$ cat config.mk
export PLATFORM = sky130hd
export DESIGN_NAME = calc_core_param_flat
export DESIGN_NICKNAME = d
export VERILOG_FILES = /design/src/rtl/calc_core_param_if.sv /design/src/rtl/calc_core_param.sv /design/src/flat_wrapper.sv
export SDC_FILE = /design/constraint.sdc
export NUM_CORES = 1
export LEC_CHECK = 0
export ABC_AREA = 1
export CORE_ASPECT_RATIO = 1.5
export CORE_UTILIZATION = 26
export CTS_CLUSTER_SIZE = 16
export DETAILED_ROUTE_END_ITERATION = 8
export SLEW_MARGIN = 15
export SYNTH_ARGS = -nofsm -noshare
export SYNTH_HDL_FRONTEND = slang
export SYNTH_SLANG_ARGS = --single-unit
$ cat constraint.sdc
create_clock -name clk -period 3.32 [get_ports clk]
set_input_delay 0.498 -clock clk [delete_from_list [all_inputs] [get_ports clk]]
set_output_delay 0.498 -clock clk [all_outputs]
set_load 0.05 [all_outputs]
$ cat src/rtl/calc_core_param_if.sv
// Bus between the calculator core and the keypad/display layer.
// Inputs to the core : key (one-hot digit), append, set (level buttons), op (one-hot operator).
// Outputs of the core: state, digit_cnt, entry_value, result, result_neg, div_zero, busy, done.
// master modport drives the buttons and watches status; slave modport is the core.
interface calc_core_param_if #(
  parameter int unsigned DIGITS = 4,
  parameter int unsigned WIDTH  = 32
);
  localparam int unsigned CNT_W = $clog2(DIGITS + 1);

  logic [9:0]       key;
  logic             append;
  logic             set;
  logic [3:0]       op;
  logic [2:0]       state;
  logic [CNT_W-1:0] digit_cnt;
  logic [WIDTH-1:0] entry_value;
  logic [WIDTH-1:0] result;
  logic             result_neg;
  logic             div_zero;
  logic             busy;
  logic             done;

  modport master (
    output key, append, set, op,
    input  state, digit_cnt, entry_value, result, result_neg, div_zero, busy, done
  );

  modport slave (
    input  key, append, set, op,
    output state, digit_cnt, entry_value, result, result_neg, div_zero, busy, done
  );
endinterface

$ cat src/rtl/calc_core_param.sv
// Arithmetic core of the push-button calculator.
// Assembles two decimal operands from one-hot digit keys, takes a one-hot
// operator and computes add/sub (1 cycle) or mul/div (WIDTH-cycle shift-add /
// restoring division). Results and status are registered.
// Ports: clk, rst (synchronous, active-high), bus (calc_core_param_if.slave).
// Optional build macro CALC_CHAIN_EN: from RESULT, set with a valid operator
// reuses the result as operand A and jumps straight to operand B entry.
module calc_core_param #(
  parameter int unsigned DIGITS = 4,
  parameter int unsigned WIDTH  = 32
) (
  input  logic clk,
  input  logic rst,
  calc_core_param_if.slave bus
);
  localparam int unsigned CNT_W  = $clog2(DIGITS + 1);
  localparam int unsigned STEP_W = $clog2(WIDTH + 1);

  typedef enum logic [2:0] {
    S_IDLE   = 3'd0,
    S_OPA    = 3'd1,
    S_OPSEL  = 3'd2,
    S_OPB    = 3'd3,
    S_CALC   = 3'd4,
    S_RESULT = 3'd5
  } state_e;

  state_e             state_q;
  logic               app_prev_q, set_prev_q;
  logic [WIDTH-1:0]   entry_q, a_q, b_q, result_q;
  logic [CNT_W-1:0]   cnt_q;
  logic [3:0]         op_q;
  logic               neg_q, dz_q, busy_q, done_q;
  logic [STEP_W-1:0]  step_q;
  // Shared mul/div datapath: wa = multiplicand / quotient, wb = multiplier,
  // acc = product accumulator / partial remainder.
  logic [WIDTH-1:0]   wa_q, wb_q, acc_q;

  logic               app_e, set_e, key_onehot, op_onehot, app_ok, last_step, div_ge;
  logic [3:0]         key_idx;
  logic [WIDTH-1:0]   entry_d, mul_acc_d;
  logic [CNT_W-1:0]   cnt_d;
  logic [WIDTH:0]     rem_sh, rem_sub;

  // Button edge detect and operand append datapath.
  always_comb begin
    app_e      = bus.append & ~app_prev_q;
    set_e      = bus.set & ~set_prev_q;
    key_onehot = (bus.key != 10'd0) && ((bus.key & (bus.key - 10'd1)) == 10'd0);
    op_onehot  = (bus.op != 4'd0) && ((bus.op & (bus.op - 4'd1)) == 4'd0);
    key_idx    = 4'd0;
    for (int i = 0; i < 10; i++) begin
      if (bus.key[i]) key_idx = 4'(i);
    end
    app_ok  = app_e && key_onehot && (cnt_q < CNT_W'(DIGITS));
    entry_d = app_ok ? (entry_q * WIDTH'(10)) + WIDTH'(key_idx) : entry_q;
    cnt_d   = app_ok ? cnt_q + CNT_W'(1) : cnt_q;
  end

  // One step of shift-add multiply and restoring divide.
  always_comb begin
    mul_acc_d = wb_q[0] ? acc_q + wa_q : acc_q;
    rem_sh    = {acc_q, wa_q[WIDTH-1]};
    rem_sub   = rem_sh - {1'b0, b_q};
    div_ge    = rem_sh >= {1'b0, b_q};
    last_step = (step_q == STEP_W'(WIDTH - 1));
  end

  // Calculator FSM with registered outputs.
  always_ff @(posedge clk) begin
    if (rst) begin
      state_q    <= S_IDLE;
      app_prev_q <= 1'b0;
      set_prev_q <= 1'b0;
      entry_q    <= '0;
      cnt_q      <= '0;
      a_q        <= '0;
      b_q        <= '0;
      op_q       <= '0;
      result_q   <= '0;
      neg_q      <= 1'b0;
      dz_q       <= 1'b0;
      busy_q     <= 1'b0;
      done_q     <= 1'b0;
      step_q     <= '0;
      wa_q       <= '0;
      wb_q       <= '0;
      acc_q      <= '0;
    end else begin
      app_prev_q <= bus.append;
      set_prev_q <= bus.set;
      done_q     <= 1'b0;
      case (state_q)
        S_IDLE: begin
          entry_q  <= '0;
          cnt_q    <= '0;
          result_q <= '0;
          neg_q    <= 1'b0;
          dz_q     <= 1'b0;
          if (set_e) state_q <= S_OPA;
        end
        S_OPA: begin
          // Append first so a simultaneous set latches the updated entry.
          entry_q <= entry_d;
          cnt_q   <= cnt_d;
          if (set_e) begin
            a_q     <= entry_d;
            state_q <= S_OPSEL;
          end
        end
        S_OPSEL: begin
          if (set_e && op_onehot) begin
            op_q    <= bus.op;
            entry_q <= '0;
            cnt_q   <= '0;
            state_q <= S_OPB;
          end
        end
        S_OPB: begin
          entry_q <= entry_d;
          cnt_q   <= cnt_d;
          if (set_e) begin
            b_q     <= entry_d;
            entry_q <= '0;
            cnt_q   <= '0;
            busy_q  <= 1'b1;
            step_q  <= '0;
            wa_q    <= a_q;
            wb_q    <= entry_d;
            acc_q   <= '0;
            state_q <= S_CALC;
          end
        end
        S_CALC: begin
          neg_q <= 1'b0;
          dz_q  <= 1'b0;
          if (op_q[0]) begin
            result_q <= a_q + b_q;
            busy_q   <= 1'b0;
            done_q   <= 1'b1;
            state_q  <= S_RESULT;
          end else if (op_q[1]) begin
            if (a_q >= b_q) begin
              result_q <= a_q - b_q;
            end else begin
              result_q <= b_q - a_q;
              neg_q    <= 1'b1;
            end
            busy_q  <= 1'b0;
            done_q  <= 1'b1;
            state_q <= S_RESULT;
          end else if (op_q[2]) begin
            acc_q  <= mul_acc_d;
            wa_q   <= {wa_q[WIDTH-2:0], 1'b0};
            wb_q   <= {1'b0, wb_q[WIDTH-1:1]};
            step_q <= step_q + STEP_W'(1);
            if (last_step) begin
              result_q <= mul_acc_d;
              busy_q   <= 1'b0;
              done_q   <= 1'b1;
              state_q  <= S_RESULT;
            end
          end else if (b_q == '0) begin
            result_q <= '0;
            dz_q     <= 1'b1;
            busy_q   <= 1'b0;
            done_q   <= 1'b1;
            state_q  <= S_RESULT;
          end else begin
            acc_q  <= div_ge ? rem_sub[WIDTH-1:0] : rem_sh[WIDTH-1:0];
            wa_q   <= {wa_q[WIDTH-2:0], div_ge};
            step_q <= step_q + STEP_W'(1);
            if (last_step) begin
              result_q <= {wa_q[WIDTH-2:0], div_ge};
              busy_q   <= 1'b0;
              done_q   <= 1'b1;
              state_q  <= S_RESULT;
            end
          end
        end
        S_RESULT: begin
          if (set_e) begin
`ifdef CALC_CHAIN_EN
            if (op_onehot && !neg_q && !dz_q) begin
              a_q     <= result_q;
              op_q    <= bus.op;
              entry_q <= '0;
              cnt_q   <= '0;
              state_q <= S_OPB;
            end else begin
              result_q <= '0;
              neg_q    <= 1'b0;
              dz_q     <= 1'b0;
              state_q  <= S_IDLE;
            end
`else
            result_q <= '0;
            neg_q    <= 1'b0;
            dz_q     <= 1'b0;
            state_q  <= S_IDLE;
`endif
          end
        end
        default: state_q <= S_IDLE;
      endcase
    end
  end

  assign bus.state       = 3'(state_q);
  assign bus.digit_cnt   = cnt_q;
  assign bus.entry_value = entry_q;
  assign bus.result      = result_q;
  assign bus.result_neg  = neg_q;
  assign bus.div_zero    = dz_q;
  assign bus.busy        = busy_q;
  assign bus.done        = done_q;
endmodule

$ cat src/flat_wrapper.sv
// flat-port wrapper written by rule: the top's interface ports become plain ports
module calc_core_param_flat 
#(
  parameter int unsigned DIGITS = 4,
  parameter int unsigned WIDTH  = 32
)
  (clk, rst, bus_key, bus_append, bus_set, bus_op, bus_state, bus_digit_cnt, bus_entry_value, bus_result, bus_result_neg, bus_div_zero, bus_busy, bus_done);
  calc_core_param_if #(.DIGITS(DIGITS), .WIDTH(WIDTH)) bus_i ();
  input  logic clk;
  input  logic rst;
  input wire logic [$bits(bus_i.key)-1:0] bus_key;
  input wire logic [$bits(bus_i.append)-1:0] bus_append;
  input wire logic [$bits(bus_i.set)-1:0] bus_set;
  input wire logic [$bits(bus_i.op)-1:0] bus_op;
  output wire logic [$bits(bus_i.state)-1:0] bus_state;
  output wire logic [$bits(bus_i.digit_cnt)-1:0] bus_digit_cnt;
  output wire logic [$bits(bus_i.entry_value)-1:0] bus_entry_value;
  output wire logic [$bits(bus_i.result)-1:0] bus_result;
  output wire logic [$bits(bus_i.result_neg)-1:0] bus_result_neg;
  output wire logic [$bits(bus_i.div_zero)-1:0] bus_div_zero;
  output wire logic [$bits(bus_i.busy)-1:0] bus_busy;
  output wire logic [$bits(bus_i.done)-1:0] bus_done;
  assign bus_i.key = bus_key;
  assign bus_i.append = bus_append;
  assign bus_i.set = bus_set;
  assign bus_i.op = bus_op;
  assign bus_state = bus_i.state;
  assign bus_digit_cnt = bus_i.digit_cnt;
  assign bus_entry_value = bus_i.entry_value;
  assign bus_result = bus_i.result;
  assign bus_result_neg = bus_i.result_neg;
  assign bus_div_zero = bus_i.div_zero;
  assign bus_busy = bus_i.busy;
  assign bus_done = bus_i.done;
  calc_core_param #(.DIGITS(DIGITS), .WIDTH(WIDTH)) u_core (.clk(clk), .rst(rst), .bus(bus_i));
endmodule
=== Word-level counts from Yosys, hierarchy flattened ===
Cells that the tools add are included.

* Register bits: 245
* Bits in latches: 0
* Bits in writable memories: 0
* Bits in read-only memories: 0
* Bits of input ports: 18
* Output and inout port bits: 74
* Logic and storage cells: 163
* Memories kept: 0

* $add $sub $neg: 10
* $mul: 1
* Divide/modulo/power cells: 0
* Magnitude comparators: 3
* Equal/unequal tests: 17
* Shift operators: 0
* Muxes and demuxes: 83
* Bitwise gates (word level): 7
* Reduce and logical (&&, ||, !) cells: 25

{| class="wikitable"
|+ Operators by type and width
! operator !! number
|-
| 32-bit two-way mux || 26
|-
| 32-bit one-hot mux with 2 select lines || 3
|-
| 32-bit one-hot mux with 4 select lines || 1
|-
| 32-bit one-hot mux with 3 select lines || 1
|-
| 32-bit subtractor || 3
|-
| 32-bit adder || 2
|-
| 3-bit two-way mux || 17
|-
| 33-bit by 32-bit >= comparator with 1-bit output || 1
|-
| 32-bit by 4-bit adder with 32-bit output || 1
|-
| 32-bit >= comparator || 1
|-
| 32-bit zero test || 1
|-
| 32-bit by 3-bit multiplier with 31-bit output (second input constant) || 1
|-
| 6-bit two-way mux || 5
|-
| 1-bit two-way mux || 20
|-
| 3-bit one-hot mux with 6 select lines || 1
|-
| 5-bit AND reduction || 3
|-
| 2-bit by 1-bit inequality test with 1-bit output (second input constant) || 6
|-
| 3-bit one-hot mux with 4 select lines || 1
|-
| 6-bit one-hot mux with 2 select lines || 1
|-
| 2-bit AND reduction || 6
|-
| 10-bit bitwise AND || 1
|-
| 10-bit zero test || 1
|-
| 10-bit nonzero test || 1
|-
| 10-bit by 1-bit subtractor with 10-bit output (second input constant) || 1
|-
| other kinds (27) || 41
|}

=== Logic depth before layout (Yosys ltp) ===
Gate-level depths: netlist (run 1).

* Depth after elaboration: 13
* Mapped depth: 24

=== Least setup slack after synthesis (run 1) ===
Ideal clock, no wire load.

* Path type: register to register
* From: reg u_core.entry_q[1], in the netlist u_core.bus.entry_value[1]
* To: reg u_core.a_q[24]
* Data arrival time: 3.250 ns
* Data required time: 3.205 ns
* Path slack: -0.044 ns
* Stages on the path, launching flop included: 21
* Buffers on the path: 0
* Period minus slack after synthesis: 3.364 ns
* Cells stage by stage: dfxtp_1 -> ha_1 -> ha_1 -> fa_1 -> nand2_1 -> inv_1 -> nand2_1 -> nor2_1 -> nand3_1 -> nor2_2 -> nand2_2 -> nor2_4 -> nand3_4 -> nor2_8 -> nand3_1 -> nand2_1 -> nand2_2 -> nand2_2 -> nand2_1 -> o211ai_1 -> inv_2

* Word-level cells in the longest chain between the ends: 3

{| class="wikitable"
|+ Ends and longest elaborated chain
! element !! RTL line !! source
|-
| from (decl) || calc_core_param.sv:30 || <nowiki>logic [WIDTH-1:0] entry_q, a_q, b_q, result_q;</nowiki>
|-
| from (signal assigned) || calc_core_param.sv:104 || <nowiki>entry_q <= entry_d;</nowiki>
|-
| from (signal assigned) || calc_core_param.sv:120 || <nowiki>entry_q <= entry_d;</nowiki>
|-
| 32-bit by 3-bit multiplier with 31-bit output || calc_core_param.sv:56 || <nowiki>entry_d = app_ok ? (entry_q * WIDTH'(10)) + WIDTH'(key_idx) : entry_q;</nowiki>
|-
| 32-bit by 4-bit adder with 32-bit output || calc_core_param.sv:56 ||
|-
| 32-bit two-way mux || calc_core_param.sv:56 ||
|-
| to (signal assigned) || calc_core_param.sv:107 || <nowiki>a_q <= entry_d;</nowiki>
|-
| to (decl) || calc_core_param.sv:30 ||
|}

Every way passes these cells.
A chain may end at the register's enable or synchronous reset.

=== Worst setup path after layout (run 1) ===
* From: reg u_core.acc_q[0]
* To: reg u_core.result_q[20], in the netlist u_core.bus.result[20]

* Word-level cells in the longest chain between the ends: 7

{| class="wikitable"
|+ Ends and longest elaborated chain
! element !! RTL line !! source
|-
| from (decl) || calc_core_param.sv:37 || <nowiki>logic [WIDTH-1:0] wa_q, wb_q, acc_q;</nowiki>
|-
| from (signal assigned) || calc_core_param.sv:153 || <nowiki>acc_q <= mul_acc_d;</nowiki>
|-
| from (signal assigned) || calc_core_param.sv:170 || <nowiki>acc_q <= div_ge ? rem_sub[WIDTH-1:0] : rem_sh[WIDTH-1:0];</nowiki>
|-
| 32-bit adder || calc_core_param.sv:62 || <nowiki>mul_acc_d = wb_q[0] ? acc_q + wa_q : acc_q;</nowiki>
|-
| 32-bit two-way mux || calc_core_param.sv:62 ||
|-
| 32-bit two-way mux || calc_core_param.sv:157 || <nowiki>if (last_step) begin</nowiki>
|-
| 32-bit two-way mux || calc_core_param.sv:152 || <nowiki>end else if (op_q[2]) begin</nowiki>
|-
| 32-bit two-way mux || calc_core_param.sv:142 || <nowiki>end else if (op_q[1]) begin</nowiki>
|-
| 32-bit two-way mux || calc_core_param.sv:137 || <nowiki>if (op_q[0]) begin</nowiki>
|-
| 32-bit one-hot mux with 3 select lines || calc_core_param.sv:93 || <nowiki>case (state_q)</nowiki>
|-
| to (signal assigned) || calc_core_param.sv:138 || <nowiki>result_q <= a_q + b_q;</nowiki>
|-
| to (signal assigned) || calc_core_param.sv:144 || <nowiki>result_q <= a_q - b_q;</nowiki>
|-
| to (signal assigned) || calc_core_param.sv:146 || <nowiki>result_q <= b_q - a_q;</nowiki>
|-
| to (decl) || calc_core_param.sv:30 ||
|}

Every way passes these cells. The select of a mux whose other input is x is not followed.

==> results of run 1 <==
repair_timing:
item | in CTS | in global routing
gates resized for setup | 4 | 132
pin swaps | 1 | 11
endpoints found under the setup margin | 12 | 126
buffers inserted | 1 | 1
endpoints found under the hold margin | 0 | 0
hold buffers | 0 | 0
cells by family (layout without fill, tap and decap cells):
family | Yosys count | after routing | synth area share
flip-flops | 245 | 245 | 0.202
AND/OR/NAND/NOR | 1955 | 1955 | 0.339
XOR/XNOR | 89 | 89 | 0.0321
buffers and inverters | 611 | 901 | 0.0984
adder cells (fa/ha/maj) | 224 | 224 | 0.118
multiplexers | 1 | 1 | 0.000413
AO/OA/AOI/OAI | 943 | 943 | 0.210
per-stage QoR:
stage | cells | TNS, ps
2_1_floorplan | 4068 | 0
3_3_place_gp | 5551 | -15580
3_5_place_dp | 5551 | -16400
4_1_cts | 5599 | 0
5_1_grt | 5600 | -178
6_report | 5600 | 0
flip-flops by register name (all words and copies together) (netlist names), 3 cells and up:
register                cells
u_core.bus.result          32
u_core.bus.state            3
u_core.wa_q                32
u_core.b_q                 32
u_core.bus.entry_value     32
u_core.acc_q               32
u_core.wb_q                32
u_core.step_q               6
u_core.a_q                 32
u_core.bus.digit_cnt        3
u_core.op_q                 3
worst max-delay path by stage:
stage / from / end / cells after the start
floorplan: u_core.bus.entry_value[3] / u_core.a_q[24] / 20
global placement: bus_key[4] / u_core.wb_q[19] / 20
detailed placement: bus_key[4] / u_core.wb_q[19] / 20
CTS: u_core.b_q[10] / u_core.bus.result[2] / 16
global route: u_core.bus.entry_value[8] / u_core.bus.entry_value[23] / 19
finish: u_core.acc_q[0] / u_core.bus.result[20] / 17
power groups by stage:
stage,Sequential [mW],Combinational [mW],Clock (mW)
6_report,3.10,4.42,3.31
2_1_floorplan,3.16,2.51,0
5_1_grt,3.10,4.77,3.45
4_1_cts,3.09,4.28,3.38
3_3_place_gp,3.16,4.25,0
3_5_place_dp,3.16,4.27,0
worst reg2reg max path, stage by stage, from the launching register on:
cell     delay, ps
dfxtp_1        320
ha_1           220
fa_1           410
nand2_1        100
nand2_1         60
o21ai_0        140
inv_1          110
nand3_1         90
nand2_1        210
nand2_4        190
nand2_1        180
xnor2_1        180
o21ai_0        140
buf_4          140
nand2_1         70
nand3_1         70
nand3_1        230
a21oi_1        240
layout make-up:
class	instances	area, sq um	area share
Multi-Input combinational cell	3212	17400	0.582
Inverter	464	1740	0.0584
Clock buffer	31	689	0.0231
Clock inverter	16	228	0.00762
Timing Repair Buffer	390	3340	0.112
Sequential cell	245	4930	0.165
Tap cell	1242	1550	0.0520
layer usage:
layer,part of all wire,vias to the layer above,wire (microns),track usage
met5,0,-,0,0
met2,0.51,894,57400,0.436
met4,0.081,0,9200,0.171
li1,-,13900,-,-
met1,0.37,13100,41300,0.244
met3,0.044,337,5000,0.0200
cells in the final DEF, fill, tap and decap left out, types with 8 or more instances in the layout:
cell type           n
o22ai_1            12
or2_2              17
clkbuf_16          26
nand3b_1           10
nor2_1            313
o21ai_1            35
nor4_1             16
nand2_2            46
o21ai_0           274
ha_2               21
nor2_4             15
o21a_1             13
a21oi_1           460
o211ai_1           18
clkinv_1            8
dfxtp_2            22
dfxtp_1           223
xnor2_1            22
nand4_1            58
nand3_2            12
a21oi_2            10
inv_2              22
o21bai_1           22
xor2_1             67
clkdlybuf4s50_1    90
buf_4             284
a21o_1             24
buf_12             14
inv_1             433
nor2_2             25
a21boi_0           10
nand2_1          1146
a31oi_1            38
nand3_1           249
nor3_1             28
ha_1              191
==> results.yml, run 1 <==
outcome:
  outcome: "complete, no violations"
logic_synthesis:
  synth_top_flop_cell: "dfxtp_1"
  async_flop_share: 0
  synth_area_sq_mm: 0.0243
  synth.most_common_cell: "nand2_1"
  synth_cell_types: 55
  yosys.area.top_type: "dfxtp_1"
  ys_ff_latch: 245
  yosys.area.top_type_share: 0.202
  yosysWarningCount: 0
  ranking_of_synthesized_cells_by_area: "dfxtp_1, nand2_1, ha_1, a21oi_1, inv_1"
  mappedNetlistNets: 4310
  synthesis.instances: 4068
  synth_enable_flop_cells: 0
  postSynthAreaPerCell_sq_um: 5.96
  yosysSeqAreaShare: 0.202
  synth.top_cells.by_count: "nand2_1, a21oi_1, inv_1"
sta:
  finalSetupViolCount: 0
  holdWs_ps: 323
  final-hold-violation-count: 0
  worstMarginPinSlew_ps: 1050
  post-route-worst-setup-slack_ps: 102
  period_needed_ps: 3220
  maxSlewHeadroom: 0.302
  clock.fmax_mhz: 311
  post-route-period-util: 0.969
  slew_violations: 0
  timing.clock.skew_ps: 38.8
setup_path:
  setup.worst_path.start_class: "register"
  reg2reg_to: "u_core.bus.result[20]"
  rr_worst_depth: 17
  cp.buffers_inverters: 2
  worst_path_dominant_cell_family: "simple AND/OR/NAND/NOR gates"
  rrSetupSlack_ps: 100
  crit_path_end_kind: "register"
  cpMaxStageDelayCell: "fa_1"
  critical-path-top-cell-by-count: "nand2_1"
  critPathRequiredTime_ps: 3830
  worstPathMaxFanout: 2
  critical-path-max-stage-delay_ps: 410
  cells_traversed_along_the_worst_timing_path: "ha_1, fa_1, nand2_1, nand2_1, o21ai_0, inv_1, nand3_1, nand2_1, nand2_4, nand2_1, xnor2_1, o21ai_0, buf_4, nand2_1, nand3_1, nand3_1, a21oi_1"
  worstReg2RegStart: "u_core.acc_q[0]"
  critPathKind: "register to register"
  critPathArrivalTime_ps: 3720
power_and_ir_drop:
  swShare: 0.416
  p_total_mw: 10.8
  pwr-share-clk: 0.306
  irDropWorstVdd_v: 0.000245
  internal_power_mw: 6.33
  sequentialPowerShare: 0.286
  total_leakage_power_nw: 14.1
  pwr_density_cell_mw_per_mm2: 363
  switchingPower_mw: 4.50
  part_of_the_total_power_dissipated_in_combinational_logic: 0.408
die:
  chipWidth_microns: 251
  standard_cell_rows: 136
  floorplan.initialDensity: 0.263
  die_area_sq_mm: 0.0945
  die_h_microns: 376
  design.portCount: 92
  core_area_sq_mm: 0.0921
hold_path:
  min_to: "u_core.set_prev_q"
  hold_path.startpoint: "rst"
  whs_path_depth: 2
  holdCritPathClass: "input pin to register"
flow_run:
  drv.max_cap_violation_count: 0
placed_design:
  placed_standard_cell_area_sq_mm: 0.0285
  pre_cts_ws_ps: -361
  portbufs: 91
  place.detailed.hpwl_microns: 92500
  routabilityCongestion: 1.04
route:
  antenna_left: 0
  wl_per_cell_microns: 20.2
  route.detailed.drc: 0
  drt_first_iter_violations: 1904
  route.vias.total: 28200
  routed_via_density: 5.04
  detail_route.wirelength_microns: 113000
  detailed_routing_iteration_count_for_the_pre_antenna_repair_pass: 7
final_layout:
  post_route_cells_drive_above_1_share: 0.129
  fin_area_sq_mm: 0.0299
  area_delta_synth_final_pct: 23.1
  nFillCells: 10300
  num_antenna_cells: 0
  utilization: 0.324
  layout.nets: 4581
global_route:
  grt_pass1_vias: 28400
  antenna_found_initial: 0
  first_pass_grt_wire_length_microns: 168000
  grt_start_max_net_pins: 65
  grt_util_all_layers: 0.234
  grt.overflow.total: 0
cts:
  clock_tree.htree_level_count: 1
  clk-insertion-delay-late_ps: 620
  clk_root_buffer_cell: "clkbuf_16"
  clk_pin_slew_worst_paths_ps: 70
  cts_buffers: 26
  max-clock-path-buffers: 3
  clock_tree_from_tritoncts: "yes"
  cts_sinks: 245
(Power assumes the default switching activity.)
==> run 2, diff against run 1 <==
Settings changed: CORE_UTILIZATION 26 to 64, PLACE_DENSITY set to 0.83.
==> run 2 against run 1 <==
  * First-iteration DRC count grew 96%
  * Final area shrank 5.2%
  * Critical path type unchanged
  * The flow now finishes with violations (design-rule violations, negative setup slack)
  * Largest cell class unchanged
  * Non-clock buffer count shrank 80
  * Sequential power is essentially flat
  * Sequential cell count is the same
  * Global-route usage grew 27 points
  * Combinational power shrank 3%
  * Clock-buffer cell count shrank 2
  * Cell count shrank 15%
  * Hold slack lost 35 ps
  * Fmax shrank 14%
  * Sequential share of layout area grew 0.93 points
==> results.yml, run 2 (synthesized netlist as in run 1, its figures left out) <==
setup_path:
  critPathRequiredTime_ps: 3730
  setup.worst_path.start_class: "register"
  crit_path_end_kind: "register"
  critPathKind: "register to register"
  worstPathMaxFanout: 7
  critical-path-top-cell-by-count: "nand2_1"
  critical-path-max-stage-delay_ps: 410
  rr_worst_depth: 19
  worstReg2RegStart: "u_core.bus.entry_value[7]"
  reg2reg_to: "u_core.wb_q[24]"
  critPathArrivalTime_ps: 4140
  cells_traversed_along_the_worst_timing_path: "ha_1, ha_2, nand2_2, nor2_4, nand3_2, nand3_4, nand2_1, nand2_1, nand2_1, nor2_4, nand3_4, nor2_8, nand3_1, nand2_1, nand2_2, nand2_2, nand2_1, nand2_1, a21oi_2"
  cpMaxStageDelayCell: "ha_2"
  rrSetupSlack_ps: -410
cts:
  max-clock-path-buffers: 3
  clk_pin_slew_worst_paths_ps: 70
  clk-insertion-delay-late_ps: 590
  clock_tree_from_tritoncts: "yes"
  cts_buffers: 26
  clk_root_buffer_cell: "clkbuf_16"
  cts_sinks: 245
  clock_tree.htree_level_count: 1
die:
  die_area_sq_mm: 0.0387
  chipWidth_microns: 161
  floorplan.initialDensity: 0.648
  design.portCount: 92
  die_h_microns: 240
  standard_cell_rows: 87
  core_area_sq_mm: 0.0374
sta:
  worstMarginPinSlew_ps: 933
  timing.clock.skew_ps: 34.1
  final-hold-violation-count: 0
  finalSetupViolCount: 71
  maxSlewHeadroom: 0.378
  period_needed_ps: 3730
  holdWs_ps: 288
  grt_setup_unrepaired: "yes"
  post-route-worst-setup-slack_ps: -413
  clock.fmax_mhz: 268
  slew_violations: 0
  post-route-period-util: 1.12
route:
  antenna_left: 0
  route.detailed.drc: 6
  routed_via_density: 6.36
  detailed_routing_iteration_count_for_the_pre_antenna_repair_pass: 9
  detail_route.wirelength_microns: 103000
  wl_per_cell_microns: 21.7
  route.vias.total: 30300
  drt_first_iter_violations: 3739
outcome:
  failed_checks: "design-rule violations, negative setup slack"
  outcome: "complete, but fails checks"
final_layout:
  most_common_cell_after_layout_fill_and_taps_aside: "nand2_1"
  nFillCells: 3109
  area_of_the_multi_input_gates_sq_mm: 0.0174
  post_route_cells_drive_above_1_share: 0.116
  layout.nets: 4501
  layout_common_cells: "nand2_1, a21oi_1, inv_1"
  layout.area.seq_sq_mm: 0.00494
  area_delta_synth_final_pct: 16.7
global_route:
  grt_util_all_layers: 0.500
  grt_pass1_vias: 28200
  grt_start_max_net_pins: 77
  first_pass_grt_wire_length_microns: 150000
  grt.overflow.total: 0
  antenna_found_initial: 2
power_and_ir_drop:
  part_of_the_total_power_dissipated_in_combinational_logic: 0.400
  pwr-share-clk: 0.311
  total_leakage_power_nw: 13.7
  pwr_density_cell_mw_per_mm2: 379
  switchingPower_mw: 4.43
  p_total_mw: 10.7
  swShare: 0.413
  irDropWorstVdd_v: 0.000418
  sequentialPowerShare: 0.290
  internal_power_mw: 6.30
placed_design:
  portbufs: 91
  pre_cts_ws_ps: -329
  routabilityCongestion: 1.10
  place.detailed.hpwl_microns: 77000
flow_run:
  drv.max_cap_violation_count: 0
hold_path:
  min_to: "u_core.app_prev_q"
  holdCritPathClass: "input pin to register"
  hold_path.startpoint: "rst"
  whs_path_depth: 2
-- run 2: cell count changes in the layout (fill, tap and decap cells not counted), moves of 3 or more --
cell,delta
dfxtp_2,+5
o21ai_1,-4
a21oi_2,+4
ha_2,-7
buf_12,-8
buf_4,-71
nand2_2,+3
a21oi_1,-5
ha_1,+6
o21ai_2,+4
dfxtp_1,-5
-- run 2: worst max-delay path by stage --
stage	startpoint	end
finish	u_core.bus.entry_value[7]	u_core.wb_q[24]
global route	u_core.bus.entry_value[7]	u_core.wb_q[24]
CTS	u_core.bus.entry_value[12]	u_core.b_q[31]
detailed placement	bus_key[4]	u_core.wb_q[16]
global placement	bus_key[4]	u_core.wb_q[27]
floorplan	u_core.bus.entry_value[3]	u_core.a_q[24]
-- run 2: worst max-delay path, delay by kind of cell (launching register included) --
kind | cells | cell delay, ps
simple gates | 16 | 2410
compound gates | 1 | 70
fa+ha+maj | 2 | 720
flops | 1 | 360
-- run 2: layout make-up --
class                   count  area share
multi-input cells        3212       0.616
flip-flops and latches    245       0.174
repair buffers            310      0.0930
inverters                 464      0.0615
clock buffers              29      0.0241
well taps                 489      0.0216
clock inverters            19     0.00968
diodes                      1   0.0000884
-- run 2: power groups by stage --
stage | Clock [mW] | Sequential [mW] | Combinational [mW]
after floorplan | 0 | 3.16 | 2.51
after global placement | 0 | 3.16 | 3.92
after detailed placement | 0 | 3.16 | 3.96
after CTS | 3.31 | 3.09 | 3.98
after global routing | 3.43 | 3.11 | 4.56
final | 3.33 | 3.11 | 4.29
-- run 2: per-stage QoR --
stage	area, sq um	TNS [ps]	cells	utilization
5_1_grt	28300	-22400	4768	0.756
4_1_cts	27800	0	4760	0.742
6_report	28300	-13040	4769	0.756
2_1_floorplan	24300	0	4068	-
3_3_place_gp	26800	-6830	4712	0.716
3_5_place_dp	26800	-16250	4712	0.716
-- run 2: repair_timing --
item                                    CTS  global route
setup buffers                             0             8
pin swaps                                 1            26
resized for setup                         3           144
hold buffers                              0             0
endpoints found under the hold margin     0             0
endpoints found under the setup margin   12           114
-- run 2: layer usage --
layer | share of wire | global-route usage | wire length [microns]
met3 | 0.11 | 0.103 | 11700
met4 | 0.11 | 0.445 | 11400
met2 | 0.44 | 0.837 | 45700
met5 | 0 | 0 | 0
met1 | 0.33 | 0.533 | 34600
